`src/rtl/cu_pkg.sv`:
```
// Shared constants for the accumulator CPU microsequencer: opcodes, control-bit indices, state codes.
// Latency: n/a (constants and pure functions only).
// Backpressure: n/a.
package cu_pkg;

  localparam int CTRL_W = 16;
  localparam int OP_W   = 8;

  // Opcodes (IR[15:8])
  localparam logic [7:0] OP_NOP    = 8'h00;
  localparam logic [7:0] OP_STORE  = 8'h01;
  localparam logic [7:0] OP_LOAD   = 8'h02;
  localparam logic [7:0] OP_ADD    = 8'h03;
  localparam logic [7:0] OP_SUB    = 8'h04;
  localparam logic [7:0] OP_JMPGEZ = 8'h05;
  localparam logic [7:0] OP_JMP    = 8'h06;
  localparam logic [7:0] OP_HALT   = 8'h07;
  localparam logic [7:0] OP_AND    = 8'h08;
  localparam logic [7:0] OP_OR     = 8'h09;
  localparam logic [7:0] OP_SHL    = 8'h0A;

  // Control-bit positions within ctrl; bit 15 is reserved and never driven high
  localparam int C_MAR_PC  = 0;
  localparam int C_MBR_MEM = 1;
  localparam int C_MEM_MBR = 2;
  localparam int C_IR_MBR  = 3;
  localparam int C_MAR_MBR = 4;
  localparam int C_MBR_ACC = 5;
  localparam int C_PC_INC  = 6;
  localparam int C_BR_MBR  = 7;
  localparam int C_ACC_BR  = 8;
  localparam int C_ACC_ADD = 9;
  localparam int C_ACC_SUB = 10;
  localparam int C_ACC_AND = 11;
  localparam int C_ACC_OR  = 12;
  localparam int C_ACC_SHL = 13;
  localparam int C_PC_JMP  = 14;

  // State encoding; code 9 is unused and recovers to IDLE
  localparam logic [3:0] S_IDLE   = 4'd0;
  localparam logic [3:0] S_FETCH0 = 4'd1;
  localparam logic [3:0] S_FETCH1 = 4'd2;
  localparam logic [3:0] S_FETCH2 = 4'd3;
  localparam logic [3:0] S_DECODE = 4'd4;
  localparam logic [3:0] S_RD     = 4'd5;
  localparam logic [3:0] S_ALU1   = 4'd6;
  localparam logic [3:0] S_ALU2   = 4'd7;
  localparam logic [3:0] S_WR     = 4'd8;
  localparam logic [3:0] S_HALT   = 4'd10;

  // Every opcode from NOP through SHL is defined; anything above is illegal
  function automatic logic op_is_legal(input logic [7:0] op);
    return (op <= OP_SHL);
  endfunction

  // Opcodes that read an operand from memory and finish in the ALU
  function automatic logic op_is_read(input logic [7:0] op);
    return (op == OP_LOAD) || (op == OP_ADD) || (op == OP_SUB) ||
           (op == OP_AND)  || (op == OP_OR);
  endfunction

endpackage

```
`src/rtl/cu_ctrl_decode.sv`:
```
// Maps sequencer state, opcode, sign flag and memory-ready onto the C0..C15 control vector.
// Latency: purely combinational.
// Backpressure: memory-strobe bits appear only in the cycle mem_rdy is high.
module cu_ctrl_decode
  import cu_pkg::*;
#(
  parameter int CTRL_W = 16,
  parameter int OP_W   = 8
) (
  input  logic [3:0]        state,
  input  logic [OP_W-1:0]   ir_op,
  input  logic [OP_W-1:0]   op_q,
  input  logic              acc_neg,
  input  logic              mem_rdy,
  output logic [CTRL_W-1:0] ctrl
);

  // One micro-op set per state; DECODE looks at the live IR, ALU2 at the latched opcode
  always_comb begin
    ctrl = '0;
    case (state)
      S_FETCH0: ctrl[C_MAR_PC] = 1'b1;
      S_FETCH1: if (mem_rdy) begin
        ctrl[C_MBR_MEM] = 1'b1;
        ctrl[C_PC_INC]  = 1'b1;
      end
      S_FETCH2: ctrl[C_IR_MBR] = 1'b1;
      S_DECODE: begin
        case (ir_op)
          OP_LOAD, OP_ADD, OP_SUB, OP_AND, OP_OR: ctrl[C_MAR_MBR] = 1'b1;
          OP_STORE: begin
            ctrl[C_MAR_MBR] = 1'b1;
            ctrl[C_MBR_ACC] = 1'b1;
          end
          OP_JMP:    ctrl[C_PC_JMP] = 1'b1;
          OP_JMPGEZ: ctrl[C_PC_JMP] = ~acc_neg;
          OP_SHL:    ctrl[C_ACC_SHL] = 1'b1;
          default: ;
        endcase
      end
      S_RD:   if (mem_rdy) ctrl[C_MBR_MEM] = 1'b1;
      S_ALU1: ctrl[C_BR_MBR] = 1'b1;
      S_ALU2: begin
        case (op_q)
          OP_LOAD: ctrl[C_ACC_BR]  = 1'b1;
          OP_ADD:  ctrl[C_ACC_ADD] = 1'b1;
          OP_SUB:  ctrl[C_ACC_SUB] = 1'b1;
          OP_AND:  ctrl[C_ACC_AND] = 1'b1;
          OP_OR:   ctrl[C_ACC_OR]  = 1'b1;
          default: ;
        endcase
      end
      S_WR:   if (mem_rdy) ctrl[C_MEM_MBR] = 1'b1;
      default: ;
    endcase
  end

endmodule

```
`src/rtl/control_unit.sv`:
```
// Microsequencer for the accumulator CPU: fetch/decode/execute with a memory read/write handshake.
// Latency: fetch 3 cycles, decode 1, then 0-3 execute cycles plus one per mem_rdy-low cycle.
// Backpressure: mem_rd/mem_wr are held and the sequencer stalls until mem_rdy.
module control_unit
  import cu_pkg::*;
#(
  parameter int CTRL_W = 16,
  parameter int OP_W   = 8
) (
  input  logic              clk,
  input  logic              rst_n,
  input  logic              start,
  input  logic [OP_W-1:0]   ir_op,
  input  logic              acc_neg,
  input  logic              mem_rdy,
  output logic [CTRL_W-1:0] ctrl,
  output logic              mem_rd,
  output logic              mem_wr,
  output logic              halted,
  output logic              illegal_op,
  output logic [3:0]        state_dbg
);

  logic [3:0]      state;
  logic [3:0]      state_nxt;
  logic [OP_W-1:0] op_q;

  cu_ctrl_decode #(
    .CTRL_W (CTRL_W),
    .OP_W   (OP_W)
  ) u_decode (
    .state   (state),
    .ir_op   (ir_op),
    .op_q    (op_q),
    .acc_neg (acc_neg),
    .mem_rdy (mem_rdy),
    .ctrl    (ctrl)
  );

  // Next-state selection; start and mem_rdy only matter in the states that wait on them
  always_comb begin
    state_nxt = state;
    case (state)
      S_IDLE:   if (start) state_nxt = S_FETCH0;
      S_FETCH0: state_nxt = S_FETCH1;
      S_FETCH1: if (mem_rdy) state_nxt = S_FETCH2;
      S_FETCH2: state_nxt = S_DECODE;
      S_DECODE: begin
        if (op_is_read(ir_op))      state_nxt = S_RD;
        else if (ir_op == OP_STORE) state_nxt = S_WR;
        else if (ir_op == OP_HALT)  state_nxt = S_HALT;
        else                        state_nxt = S_FETCH0;
      end
      S_RD:     if (mem_rdy) state_nxt = S_ALU1;
      S_ALU1:   state_nxt = S_ALU2;
      S_ALU2:   state_nxt = S_FETCH0;
      S_WR:     if (mem_rdy) state_nxt = S_FETCH0;
      S_HALT:   if (start) state_nxt = S_FETCH0;
      default:  state_nxt = S_IDLE;
    endcase
  end

  // State register and opcode latch; async reset drops every request immediately
  always_ff @(posedge clk or negedge rst_n) begin
    if (!rst_n) begin
      state <= S_IDLE;
      op_q  <= '0;
    end else begin
      state <= state_nxt;
      if (state == S_DECODE) op_q <= ir_op;
    end
  end

  assign mem_rd     = (state == S_FETCH1) || (state == S_RD);
  assign mem_wr     = (state == S_WR);
  assign halted     = (state == S_HALT);
  assign illegal_op = (state == S_DECODE) && !op_is_legal(ir_op);
  assign state_dbg  = state;

endmodule

```
`config.mk`:
```
export PLATFORM = sky130hd
export DESIGN_NAME = control_unit
export DESIGN_NICKNAME = d
export VERILOG_FILES = /design/src/rtl/cu_pkg.sv /design/src/rtl/cu_ctrl_decode.sv /design/src/rtl/control_unit.sv
export SDC_FILE = /design/constraint.sdc
export NUM_CORES = 1
export LEC_CHECK = 0
export CAP_MARGIN = 10
export CORE_MARGIN = 5
export CORE_UTILIZATION = 46
export DETAILED_ROUTE_END_ITERATION = 12
export PLACE_DENSITY = 0.84
export SYNTH_ARGS = -nofsm -noshare
export SYNTH_HDL_FRONTEND = slang
export SYNTH_SLANG_ARGS = --single-unit
```
`constraint.sdc`:
```
create_clock -name clk -period 3.9 [get_ports clk]
set_clock_uncertainty 0.1 [all_clocks]
set_input_delay 0.78 -clock clk [delete_from_list [all_inputs] [get_ports clk]]
set_output_delay 0.78 -clock clk [all_outputs]
set_load 0.05 [all_outputs]
```
==> flow_summary.yaml, run 1 <==
route:
  wl_met1_um: 1100
  ant_nets: 0
  route.detailed.drc: 0
  route.vias.total: 988
  drtPass1Iterations: 5
  wl_met3_um: 175
  route.met2.wl_um: 1320
  post_drt_via_cell_ratio: 5.85
  first_iter_violations: 22
  finalWirelength_um: 2630
  avgRoutedWirePerCell_um: 15.6
  maxUsedRoutingLayer: "met4"
timing:
  relSlewSlack: 0.639
  holdWs_ns: 0.426
  timing.final.crit_share: 0.899
  rsz0062_at_grt: "no"
  setup_tns_ns: 0
  tightest_slew_ns: 0.536
  fin_ws_ns: 0.394
  post-route-min-period_ns: 3.51
  slew_viol_final: 0
  max_freq_ghz: 0.285
  hold_viol: 0
  final-setup-viol-count: 0
placed_design:
  dpl_cell_area_sq_um: 1310
  place_ws_ns: 0.404
  port_buffers: 35
  gp_congestion: 0.783
  hpwl_um: 2030
clocking:
  cts.htree.levels: 1
  cts_root_buf: "clkbuf_4"
  clock_sinks: 12
  cts_buffers: 3
  clock_path_buffers: 2
  ctsResizeCount: 0
  holdBufCountCts: 0
  clkTransAtPathRegs_ns: 0.08
  cts_tree: "done"
  clk_latency_ns: 0.27
  cts_setup_buffers: 0
global_routing:
  antenna_found_initial: 0
  gr-usage-all-layers: 0.179
  grt_pass1_wl_um: 4600
  grt_max_degree: 16
  grt_pass1_vias: 979
  grt-ovfl-total: 0
worst_hold_path:
  hp-class: "flop to flop"
  worstHoldPathCells: 1
synthesis:
  synth_area_leaders: "dfrtp_1 (32%), mux2_2 (9.5%), nor4_1 (5.9%)"
  synth-xor-area-share: 0.0277
  yosysTopAreaCell: "dfrtp_1"
  synth-adder-area-share: 0
  syn_inst: 111
  synth_top_area_share: 0.316
  synth_edf_count: 0
  ys_warn_count: 0
  seq_area_frac_synth: 0.316
  synth_fp_nets: 124
  yosys.area_share.simple: 0.329
  async_flop_share: 1.00
  avgSynthCellArea_sq_um: 8.56
  muxShareOfSynthArea: 0.116
  synth_top_family_by_area: "simple AND/OR/NAND/NOR gates"
  synth_compound_area_frac: 0.141
  synth.distinct_cells: 36
  synth_seq_cells: 12
  syn-cell-area_sq_um: 950
  ys.flop_type: "dfrtp_1"
floorplanning:
  initial_utilization: 0.484
  die_w_um: 55.4
  coreArea_sq_um: 1960
  die_y_um: 55.4
  rows: 16
  pin_count: 37
  dieArea_sq_um: 3070
layout:
  mostFrequentLayoutCells: "clkdlybuf4s50_1 (30), dfrtp_1 (12), nand2_1 (10), nor2_1 (10), nor4_1 (9)"
  fin_area_sq_um: 1350
  area_growth_pct: 42.2
  fin_nets: 156
  layout_commonest_cell: "clkdlybuf4s50_1"
  drive_gt1_frac: 0.148
  diodes: 0
  n_fill_cell: 187
setup_path:
  cp-start-kind: "input port"
  crit_fanout: 4
  worst_ep_arrival_time_ns: 2.63
  reg2regPathDepth: 5
  crit_chain: "clkdlybuf4s50_1 -> nor4_4 -> nand2_1 -> or3_1 -> nor3_1 -> buf_12"
  crit_path_max_incr_delay_ns: 0.47
  cp_slowest_cell: "clkdlybuf4s50_1"
  critPathCaptureType: "primary output"
  path_class: "input port to primary output"
  cp.required_ns: 3.02
power:
  p_int_mw: 0.443
  cellPowerDensity_nw_per_um2: 639
  clockPowerShare: 0.117
  switching_power_mw: 0.419
  switching_share: 0.486
  p_comb_frac: 0.577
  seqPwrFrac: 0.305
  p_leak_nw: 0.497
  peakVddDrop_v: 0.000348
outcome:
  status: "finished, final reports clean"
run:
  maxCapViolations: 0
[worst max-delay path, delay by kind of cell]
kind / cells / cell delay, ns
buffers and inverters: 2 / 0.65
and+or+nand+nor: 4 / 1.19
[metrics by stage]
| step | cells | power [mW] | utilization |
|---|---|---|---|
| 2_1_floorplan | 111 | 0.611 | - |
| 3_3_place_gp | 165 | 0.740 | 0.670 |
| 3_5_place_dp | 165 | 0.765 | 0.670 |
| 4_1_cts | 169 | 0.866 | 0.688 |
| 5_1_grt | 169 | 0.922 | 0.688 |
| 6_report | 169 | 0.862 | 0.688 |
[power by group through the flow]
stage	Clock (mW)	Sequential (mW)	Combinational, mW
floorplan	0	0.268	0.343
global placement	0	0.257	0.483
detailed placement	0	0.264	0.501
CTS	0.102	0.262	0.501
global route	0.108	0.278	0.535
finish	0.101	0.263	0.498
[registers in the layout, indices dropped and copies added, names as in the netlist]
name	cells
op_q	8
state_dbg	4
[layout make-up]
type                            count  area, sq um  area share
Timing Repair Buffer               37          378       0.280
Multi-Input combinational cell     85          587       0.435
Clock buffer                        4         36.3      0.0269
Inverter                            4         15.0      0.0111
Tap cell                           27         33.8      0.0250
Sequential cell                    12          300       0.222
[cells in the mapped netlist (all sizes together) (2+ instances only)]
| cell type | number |
|---|---|
| dfrtp | 12 |
| nand2 | 10 |
| nor2 | 10 |
| nor4 | 10 |
| mux2 | 8 |
| nand2b | 7 |
| buf | 6 |
| a21oi | 4 |
| clkbuf | 4 |
| inv | 4 |
| nor3 | 4 |
| o21ai | 4 |
| a2111oi | 2 |
| a21boi | 2 |
| and2 | 2 |
| mux2i | 2 |
| nor3b | 2 |
| nor4b | 2 |
| o32a | 2 |
| xor2 | 2 |
[routing by layer]
layer	up-vias	track usage
met5	-	0
met2	43	0.294
met3	6	0.0490
met4	0	0.0625
li1	467	-
met1	472	0.223
[cell families after synthesis]
kind of cell           count (synthesis)
buffers and inverters                 14
XOR/XNOR                               3
AND/OR/NAND/NOR                       52
multiplexers                          10
AO/OA/AOI/OAI                         19
other                                  1
flip-flops                            12
[path summary, 6_finish.rpt]
check,from,to,slack [ns]
max in group asynchronous,rst_n,op_q[1]$_DFFE_PN0P_,2.59
min reg2reg,op_q[7]$_DFFE_PN0P_,op_q[7]$_DFFE_PN0P_,0.43
min,op_q[7]$_DFFE_PN0P_,op_q[7]$_DFFE_PN0P_,0.43
max,ir_op[4],ctrl[5],0.39
max reg2reg,state_dbg[2]$_DFFE_PN0P_,state_dbg[1]$_DFFE_PN0P_,1.85
min in group asynchronous,rst_n,op_q[7]$_DFFE_PN0P_,0.75
No activity file was read; power rests on OpenSTA's default activity.
==> inputs of run 2 (changes only) <==
CORE_UTILIZATION = 40   (was 46)
DONT_BUFFER_PORTS = 1   (was default)
PLACE_DENSITY = 0.54   (was 0.84)
==> flow_summary.yaml, run 2 (synthesis gave the netlist of run 1 again) <==
clocking:
  cts_root_buf: "clkbuf_4"
  holdBufCountCts: 0
  cts.htree.levels: 1
  ctsResizeCount: 0
  cts_setup_buffers: 0
  cts_tree: "done"
  clock_path_buffers: 2
  clk_latency_ns: 0.27
  cts_buffers: 3
  clkTransAtPathRegs_ns: 0.08
  clock_sinks: 12
timing:
  final-setup-viol-count: 0
  max_freq_ghz: 0.313
  post-route-min-period_ns: 3.19
  hold_viol: 0
  slew_viol_final: 0
  rsz0062_at_grt: "no"
  setup_tns_ns: 0
  relSlewSlack: 0.441
  tightest_slew_ns: 0.834
  timing.final.crit_share: 0.818
  fin_ws_ns: 0.708
power:
  total_power_mw: 0.812
  cellPowerDensity_nw_per_um2: 683
  p_leak_nw: 0.463
  peakVddDrop_v: 0.000442
worst_hold_path:
  hp-class: "input port to asynchronous set/reset pin"
global_routing:
  grt_max_degree: 19
  antenna_found_initial: 0
  grt_pass1_vias: 784
  grt-ovfl-total: 0
  grt_pass1_wl_um: 3680
  gr-usage-all-layers: 0.135
route:
  drtPass1Iterations: 4
  route.detailed.drc: 0
  route.vias.total: 871
  avgRoutedWirePerCell_um: 14.9
  finalWirelength_um: 2290
  ant_nets: 0
  first_iter_violations: 27
  post_drt_via_cell_ratio: 5.69
run:
  maxCapViolations: 0
setup_path:
  path_class: "flop to primary output"
  crit_fanout: 12
  critPathCaptureType: "primary output"
  cp-start-kind: "flop"
  cp.required_ns: 3.02
  worst_ep_arrival_time_ns: 2.31
layout:
  fin_util: 0.532
  top_register: "op_q"
  area_growth_pct: 25.2
  diodes: 0
  stdcell_count: 153
  mostFrequentLayoutCells: "buf_4 (20), dfrtp_1 (12), nand2_1 (10), nor2_1 (10), mux2_2 (8)"
  fin_nets: 139
  layout_commonest_cell: "buf_4"
  largest_reg_flops: 8
  drive_gt1_frac: 0.360
placed_design:
  hpwl_um: 1730
  port_buffers: 0
  dp.cells: 149
  gp_congestion: 0.784
  place_ws_ns: 0.991
floorplanning:
  dieArea_sq_um: 3450
  die_w_um: 58.7
  pin_count: 37
  rows: 17
  die_y_um: 58.7
  initial_utilization: 0.425
  coreArea_sq_um: 2230
outcome:
  status: "finished, final reports clean"
==> run 2: changes by cell type in the layout (fill, tap and decap cells not counted), moves of 3 or more <==
cell and change:
nor4_2 +7, nor3_1 -3, nor4_1 -7, nor3_2 +3, buf_4 +15, clkdlybuf4s50_1 -30
==> run 2: worst max-delay path, cell delays in order, from the launching register on <==
cell and delay [ns]:
dfrtp_1 0.87, nor2b_1 0.29, a21oi_1 0.10, nor2_1 0.11
buf_4 0.21, and2_1 0.46
==> run 2: layer usage <==
layer  vias up  share of wire  track usage  wire length, um
met4         0         0.0053       0.0291               12
li1        430              -            -                -
met1       410           0.44        0.182              998
met5         -              0            0                0
met2        29           0.47        0.200             1060
met3         2          0.091       0.0592              209
==> run 2: worst paths after layout <==
| check | startpoint | to | slack, ns | cells past startpoint |
|---|---|---|---|---|
| min in group clk | op_q[6]$_DFFE_PN0P_ | op_q[6]$_DFFE_PN0P_ | 0.42 | 1 |
| min reg2reg | op_q[6]$_DFFE_PN0P_ | op_q[6]$_DFFE_PN0P_ | 0.42 | 1 |
| min | rst_n | op_q[7]$_DFFE_PN0P_ | 0.09 | 0 |
| max | state_dbg[0]$_DFFE_PN0P_ | ctrl[1] | 0.71 | 5 |
| max in group asynchronous | rst_n | op_q[1]$_DFFE_PN0P_ | 3.54 | 0 |
| max reg2reg | state_dbg[0]$_DFFE_PN0P_ | state_dbg[1]$_DFFE_PN0P_ | 1.89 | 4 |
==> run 2: final cells by class <==
type | instances | area, sq um
clock buffers | 4 | 36.3
fillers | 207 | 1040
inverters | 4 | 15.0
repair buffers | 20 | 150
well taps | 28 | 35.0
flip-flops and latches | 12 | 300
multi-input cells | 85 | 652
==> run 2: where the power goes <==
group	total [mW]	switching, mW	internal (mW)
registers	0.305	0.125	0.180
clock network	0.101	0.0439	0.0568
logic	0.407	0.241	0.165
==> run 2: stage by stage <==
| step | area (sq um) | hold WS (ns) |
|---|---|---|
| global placement | 1150 | 0.385 |
| detailed placement | 1150 | 0.385 |
| CTS | 1190 | 0.0833 |
| finish | 1190 | 0.0899 |
| global route | 1190 | 0.0722 |
| floorplan | 950 | 0.381 |
==> inputs of run 3 (changes only) <==
clock period = 3 ns   (was 3.9 ns; I/O delays follow)
==> flow_summary.yaml, run 3 (synthesis gave the netlist of run 1 again) <==
timing:
  post-route-min-period_ns: 2.66
  relSlewSlack: 0.632
  max_freq_ghz: 0.375
  setup_tns_ns: 0
  timing.final.crit_share: 0.888
  holdWs_ns: 0.358
  hold_viol: 0
  slew_viol_final: 0
  rsz0062_at_grt: "no"
  tightest_slew_ns: 0.551
  fin_ws_ns: 0.337
  final-setup-viol-count: 0
global_routing:
  gr-max-usage-layer: "met2"
  grt_pass1_vias: 879
  antenna_found_initial: 0
  grt_max_degree: 15
  grtUsageMet3: 0.0614
  grt_pass1_wl_um: 4080
  use_met2: 0.241
  grt-ovfl-total: 0
  gr-usage-all-layers: 0.151
  grt_util_met1: 0.187
clocking:
  clkTransAtPathRegs_ns: 0.08
  clk_latency_ns: 0.28
  cts_buffers: 3
  clock_path_buffers: 2
  cts_setup_buffers: 0
  clock_sinks: 12
  cts_root_buf: "clkbuf_4"
  cts.htree.levels: 1
  ctsResizeCount: 0
  cts_tree: "done"
layout:
  fin_nets: 145
  layout_commonest_cell: "buf_4"
  fin_util: 0.564
  drive_gt1_frac: 0.382
  top_register: "op_q"
  stdcell_count: 159
  largest_reg_flops: 8
  mostFrequentLayoutCells: "buf_4 (23), dfrtp_1 (12), nand2_1 (10)"
  diodes: 0
  fin_area_sq_um: 1260
  area_growth_pct: 32.5
power:
  cellPowerDensity_nw_per_um2: 881
  clockPowerShare: 0.120
  switching_power_mw: 0.553
  p_int_mw: 0.557
  total_power_mw: 1.11
  p_leak_nw: 0.496
  p_comb_frac: 0.592
  peakVddDrop_v: 0.000607
  switching_share: 0.498
  seqPwrFrac: 0.288
placed_design:
  gp_congestion: 0.821
  hpwl_um: 1910
  port_buffers: 0
  dpl_cell_area_sq_um: 1210
  place_ws_ns: 0.451
  dp.cells: 154
run:
  maxCapViolations: 0
route:
  finalWirelength_um: 2430
  route.vias.total: 890
  post_drt_via_cell_ratio: 5.60
  drtPass1Iterations: 4
  avgRoutedWirePerCell_um: 15.3
  first_iter_violations: 25
  ant_nets: 0
  route.detailed.drc: 0
setup_path:
  cpLargestDelayFamily: "simple AND/OR/NAND/NOR gates"
  worst_ep_arrival_time_ns: 1.96
  crit_chain: "buf_4 -> nand2_1 -> nor2_1 -> nand2_1 -> nor4_2 -> buf_4"
  cp-start-kind: "flop"
  cp_num_buf_inv: 2
  crit_path_max_incr_delay_ns: 0.42
  cp_slowest_cell: "dfrtp_1"
  cp.required_ns: 2.30
  crit_fanout: 11
  critPathCaptureType: "primary output"
  path_class: "flop to primary output"
worst_hold_path:
  hp-class: "input port to flop"
floorplanning:
  die_w_um: 58.7
  rows: 17
  pin_count: 37
  coreArea_sq_um: 2230
  die_y_um: 58.7
  initial_utilization: 0.425
  dieArea_sq_um: 3450
outcome:
  status: "finished, final reports clean"
## run 3: final timing paths
path,to,depth (start not counted),slack [ns],start
worst max-delay path,ctrl[8],6,0.34,state_dbg[0]$_DFFE_PN0P_
worst min-delay path,op_q[0]$_DFFE_PN0P_,2,0.36,ir_op[0]
worst max register to register,state_dbg[1]$_DFFE_PN0P_,4,1.29,state_dbg[1]$_DFFE_PN0P_
worst min register to register,op_q[4]$_DFFE_PN0P_,1,0.42,op_q[4]$_DFFE_PN0P_
max in group asynchronous,state_dbg[0]$_DFFE_PN0P_,1,1.80,rst_n
min in group asynchronous,op_q[0]$_DFFE_PN0P_,1,0.64,rst_n
## run 3: metal layers
layer	routed length (um)	up-vias
met5	0	-
met4	9	0
met3	227	2
met2	1210	30
met1	980	419
li1	-	439
## run 3: layout make-up
cell class                 count  area [sq um]
inverter                       4          15.0
tap                           28          35.0
clock buffer                   4          36.3
timing repair buffer          26           223
sequential                    12           300
fill                         198           975
multi-input combinational     85           649
## run 3: what timing repair did
item | CTS | global route
endpoints found under the setup margin | 0 | 0
hold buffers | 1 | 0
endpoints found under the hold margin | 12 | 0
## run 3: power by group through the flow
stage	logic [mW]	registers [mW]	clock network, mW
2_1_floorplan	0.459	0.348	0
3_3_place_gp	0.653	0.317	0
3_5_place_dp	0.656	0.321	0
4_1_cts	0.661	0.319	0.137
5_1_grt	0.709	0.334	0.148
6_report	0.656	0.320	0.133
